### src/rtl/fb_pixel_writer_pkg.sv
// Shared frame-buffer constants and types used by the writer, the display reader
// and the timing generator.
package fb_pixel_writer_pkg;

   localparam int unsigned H_ACTIVE = 800;
   localparam int unsigned V_ACTIVE = 600;
   localparam int unsigned H_TOTAL  = 1040;
   localparam int unsigned V_TOTAL  = 666;
   localparam int unsigned ADDR_W   = 19;
   localparam int unsigned CNT_W    = 10;

   typedef struct packed {
      logic [7:0] r;
      logic [7:0] g;
      logic [7:0] b;
   } pixel_t;

   typedef enum logic [2:0] {
      StIdle,
      StGetR,
      StGetG,
      StGetB,
      StWrite
   } state_e;

   function automatic logic [23:0] pixel_to_word(input pixel_t p);
      return {p.r, p.g, p.b};
   endfunction

endpackage

### src/rtl/fb_addr_gen.sv
// Raster position tracker: x/y counters plus a linear address that is simply
// incremented per pixel, so no y*H_ACTIVE multiply is needed.
module fb_addr_gen
   import fb_pixel_writer_pkg::*;
#(
   parameter int unsigned HActive = H_ACTIVE,
   parameter int unsigned VActive = V_ACTIVE,
   parameter int unsigned AddrW   = ADDR_W
) (
   input  logic             clk,
   input  logic             reset,
   input  logic             clr_i,
   input  logic             inc_i,
   output logic [AddrW-1:0] addr_o,
   output logic             last_o
);

   localparam logic [CNT_W-1:0] XLast = CNT_W'(HActive - 1);
   localparam logic [CNT_W-1:0] YLast = CNT_W'(VActive - 1);

   logic [CNT_W-1:0] x_q, x_d;
   logic [CNT_W-1:0] y_q, y_d;
   logic [AddrW-1:0] addr_q, addr_d;

   always_comb begin
      x_d    = x_q;
      y_d    = y_q;
      addr_d = addr_q;
      if (clr_i) begin
         x_d    = '0;
         y_d    = '0;
         addr_d = '0;
      end else if (inc_i) begin
         if (x_q == XLast) begin
            x_d = '0;
            y_d = y_q + CNT_W'(1);
         end else begin
            x_d = x_q + CNT_W'(1);
         end
         addr_d = addr_q + AddrW'(1);
      end
   end

   always_ff @(posedge clk) begin
      if (reset) begin
         x_q    <= '0;
         y_q    <= '0;
         addr_q <= '0;
      end else begin
         x_q    <= x_d;
         y_q    <= y_d;
         addr_q <= addr_d;
      end
   end

   assign addr_o = addr_q;
   assign last_o = (x_q == XLast) && (y_q == YLast);

endmodule

### src/rtl/fb_pixel_writer.sv
// Assembles R,G,B bytes from a stream into 24-bit pixels and writes them in raster
// order to the frame-buffer write port, resynchronising on in_sof.
module fb_pixel_writer
   import fb_pixel_writer_pkg::*;
#(
   parameter int unsigned HActive = H_ACTIVE,
   parameter int unsigned VActive = V_ACTIVE,
   parameter int unsigned AddrW   = ADDR_W
) (
   input  logic             clk,
   input  logic             reset,
   input  logic [7:0]       in_data,
   input  logic             in_valid,
   input  logic             in_sof,
   output logic             in_ready,
   output logic             wr_en,
   output logic [AddrW-1:0] wr_addr,
   output logic [23:0]      wr_data,
   input  logic             wr_ready,
   output logic             busy,
   output logic             frame_done,
   output logic             sync_err
);

   state_e state_q, state_d;
   pixel_t pix_q, pix_d;
   logic   frame_done_q, frame_done_d;
   logic   sync_err_q, sync_err_d;
   logic   addr_clr, addr_inc, last_pix;
   logic   byte_acc, wr_acc;

   assign byte_acc = in_valid && in_ready;
   assign wr_acc   = wr_en && wr_ready;

   fb_addr_gen #(
      .HActive (HActive),
      .VActive (VActive),
      .AddrW   (AddrW)
   ) u_addr_gen (
      .clk    (clk),
      .reset  (reset),
      .clr_i  (addr_clr),
      .inc_i  (addr_inc),
      .addr_o (wr_addr),
      .last_o (last_pix)
   );

   always_comb begin
      state_d      = state_q;
      pix_d        = pix_q;
      frame_done_d = 1'b0;
      sync_err_d   = 1'b0;
      addr_clr     = 1'b0;
      addr_inc     = 1'b0;
      // A start-of-frame byte restarts the frame from any byte-accepting state.
      if (byte_acc && in_sof) begin
         pix_d.r    = in_data;
         addr_clr   = 1'b1;
         sync_err_d = (state_q != StIdle);
         state_d    = StGetG;
      end else begin
         unique case (state_q)
            StIdle: begin
               state_d = StIdle;
            end
            StGetR: begin
               if (byte_acc) begin
                  pix_d.r = in_data;
                  state_d = StGetG;
               end
            end
            StGetG: begin
               if (byte_acc) begin
                  pix_d.g = in_data;
                  state_d = StGetB;
               end
            end
            StGetB: begin
               if (byte_acc) begin
                  pix_d.b = in_data;
                  state_d = StWrite;
               end
            end
            StWrite: begin
               if (wr_acc) begin
                  if (last_pix) begin
                     addr_clr     = 1'b1;
                     frame_done_d = 1'b1;
                     state_d      = StIdle;
                  end else begin
                     addr_inc = 1'b1;
                     state_d  = StGetR;
                  end
               end
            end
            default: begin
               state_d = StIdle;
            end
         endcase
      end
   end

   always_ff @(posedge clk) begin
      if (reset) begin
         state_q      <= StIdle;
         pix_q        <= '0;
         frame_done_q <= 1'b0;
         sync_err_q   <= 1'b0;
      end else begin
         state_q      <= state_d;
         pix_q        <= pix_d;
         frame_done_q <= frame_done_d;
         sync_err_q   <= sync_err_d;
      end
   end

   assign in_ready   = (state_q != StWrite);
   assign wr_en      = (state_q == StWrite);
   assign busy       = (state_q != StIdle);
   assign wr_data    = pixel_to_word(pix_q);
   assign frame_done = frame_done_q;
   assign sync_err   = sync_err_q;

endmodule

### config.mk
export PLATFORM = sky130hd
export DESIGN_NAME = fb_pixel_writer
export DESIGN_NICKNAME = d
export VERILOG_FILES = /design/src/rtl/fb_pixel_writer_pkg.sv /design/src/rtl/fb_addr_gen.sv /design/src/rtl/fb_pixel_writer.sv
export SDC_FILE = /design/constraint.sdc
export NUM_CORES = 1
export LEC_CHECK = 0
export CORE_ASPECT_RATIO = 0.6
export CORE_MARGIN = 2
export CORE_UTILIZATION = 40
export CTS_BUF_LIST = sky130_fd_sc_hd__clkbuf_8 sky130_fd_sc_hd__clkbuf_16
export DETAILED_ROUTE_END_ITERATION = 16
export DONT_BUFFER_PORTS = 1
export SYNTH_ARGS = -nofsm -noshare
export SYNTH_HDL_FRONTEND = slang
export SYNTH_SLANG_ARGS = --single-unit
### constraint.sdc
create_clock -name clk -period 2.9 [get_ports clk]
set_input_delay 0.58 -clock clk [delete_from_list [all_inputs] [get_ports clk]]
set_output_delay 0.58 -clock clk [all_outputs]
set_load 0.1 [all_outputs]
==> out/results.tsv <==
metric	value	unit
crit_chain	or3b_2 > buf_4 > inv_1 > buf_4	
cts_buffers	9	
regArea	0.00136	mm²
start_util	41.5	%
whs	0.310	ns
nets	369	
drtIter0Drc	156	
synth_cell_type_count	44	
cts_setup_buffers	0	
synth-edff-count	0	
synth-compound-area-share	7.36	%
postRouteAntennaNets	0	
cp_slowest_cell	or3b_2	
tritoncts	built	
netlist.area_leader.share	44.8	%
crit_path_max_incr_delay	0.49	ns
grt_pass1_vias	2152	
min_period_over_period	87.3	%
slew_viol_final	0	
yosys.area_share.simple	25.3	%
outcome	completed	
via_count	2401	
start_kind	flip-flop	
power.density	608	mW/mm²
ys_seq_area_share	44.8	%
dieArea	0.00834	mm²
num-fill-cells	711	
ir_drop	0.328	mV
ios	61	
synth_area_leaders	dfxtp_1, nor2_1, mux2i_1	
wirelength	6600	µm
final_common_cell	dfxtp_1	
antenna_found_initial	0	
ys_async_sr_fraction	0	%
n_antenna_cell	0	
die_x	117	µm
setup_violations	0	
cts_resized	0	
grt_pass1_wl	11000	µm
ctsHoldBuffers	0	
core	0.00733	mm²
synth_flop_cell	dfxtp_1	
grt.total_usage	17.1	%
die_h	71.5	µm
final_cell_mix	dfxtp_1, nor2_1, xnor2_1	
synth_area	0.00304	mm²
cpMostUsedCell	buf_4	
worstPathRequired	2.32	ns
rsz0062_at_grt	false	
hp-class	input port to flip-flop	
place_congestion	0.836	
rows	24	
synth_cells	334	
critPathArrivalTime	1.95	ns
syn_to_final_growth	18.8	%
max_freq	0.395	GHz
firstDrtPassIters	4	
dp_hpwl	4680	µm
clock_path_buffers	2	
crit_type	flip-flop to output port	
drive_above_1_share	15.6	%
portBuffers	0	
cts.sinks	68	
wl_per_cell	14.3	µm
max_slew.worst_pin.slew	0.994	ns
cap_violations	0	
clock_skew	0.00748	ns
relSlewSlack	33.6	%
synthAdderAreaFrac	1.23	%
syn_nets	350	
vias_per_cell	5.20	
muxShareOfSynthArea	8.60	%
period_needed	2.53	ns
critPathCaptureType	output port	
multi_input_area	0.00160	mm²
grt_start_max_net_pins	29	
power.total	2.20	mW
yosysWarningCount	0	
clk_pin_slew	0.06	ns
synth_top_family_by_area	simple AND/OR/NAND/NOR gates	
synth_area_leader_cell	dfxtp_1	
overflow	0	
synth-seq-cells	68	
synth_xor_area_share	9.50	%
finalHoldViolCount	0	
synth.avg_cell_area	9.11	µm²
cts-root-buf	clkbuf_16	
drc	0	
cp_max_fo	9	
htreeDepth	3	
leakage	1.33	nW
clkLatencyLatePin	0.33	ns
setup_tns	0	ns
fin_util	49.3	%
-- final timing paths --
kind / start / end / slack, ns / cells past startpoint
setup / recovery: state_q[2]$_SDFFE_PP0P_ / wr_en / 0.37 / 4
hold / removal: reset / wr_data[3]$_SDFFE_PP0P_ / 0.31 / 1
setup reg to reg: u_addr_gen.x_q[0]$_SDFFE_PP0P_ / u_addr_gen.addr_o[6]$_SDFFE_PP0P_ / 0.57 / 7
hold reg to reg: u_addr_gen.x_q[1]$_SDFFE_PP0P_ / u_addr_gen.x_q[1]$_SDFFE_PP0P_ / 0.51 / 2
-- cell families (layout without fill, tap and decap cells) --
kind of cell,Yosys count,count (layout)
muxes,26,26
AOI/OAI and AO/OA,34,34
xor gates and xnor gates,33,33
adders and majority gates,3,3
DFF,68,68
buffers and inverters,21,45
and+or+nand+nor,149,149
-- critical path, delay by kind of cell (launching register included) --
| family | cells | cell delay, ns |
|---|---|---|
| buf+inv | 3 | 0.65 |
| flops | 1 | 0.47 |
| simple gates | 1 | 0.49 |
-- state kept, by name (all words and copies together) (netlist names) --
| name | cells |
|---|---|
| wr_data | 24 |
| u_addr_gen.y_q | 10 |
| state_q | 3 |
| u_addr_gen.x_q | 10 |
| frame_done | 1 |
| sync_err | 1 |
| u_addr_gen.addr_o | 19 |
-- cells in the mapped netlist (2+ instances only) --
cell type / count
ha_1: 3
nor3_1: 8
buf_4: 2
clkbuf_1: 10
dfxtp_1: 68
xnor2_1: 26
a211oi_1: 4
nand2b_1: 3
nor2_1: 67
mux2i_1: 25
a2111oi_0: 8
xor2_1: 7
and4_2: 2
a31oi_1: 2
nand3b_1: 3
buf_2: 4
a21oi_1: 15
nand4_1: 13
and3_1: 2
nand2_1: 20
and4_1: 5
inv_1: 3
or3_1: 2
o21bai_1: 2
nand3_1: 11
-- report_power, final --
part	switching, mW	internal [mW]	total [mW]
Sequential	0.0776	0.945	1.02
Clock	0.433	0.677	1.11
Combinational	0.0412	0.0230	0.0642
-- layout make-up --
| cell class | count | share of cell area (%) |
|---|---|---|
| clock inverters | 7 | 2.22 |
| repair buffers | 26 | 5.75 |
| inverters | 3 | 0.312 |
| clock buffers | 9 | 6.23 |
| flip-flops and latches | 68 | 37.7 |
| multi-input cells | 245 | 44.2 |
| well taps | 104 | 3.60 |
-- layer usage --
| metal | vias to the layer above | share of wire, % | track usage (%) |
|---|---|---|---|
| li1 | 1209 | - | - |
| met1 | 1126 | 52 | 24.9 |
| met2 | 56 | 41 | 22.6 |
| met3 | 10 | 6.1 | 6.51 |
| met4 | 0 | 1.3 | 6.41 |
| met5 | - | 0 | 0 |
-- per-stage QoR --
step                std cells  cell area, µm²  setup WS, ns
floorplan                 334            3040         0.394
global placement          446            3310         0.624
detailed placement        446            3310         0.587
CTS                       462            3610         0.359
global route              462            3610         0.285
finish                    462            3610         0.369
Note: power is estimated with default switching activity, not from simulation.
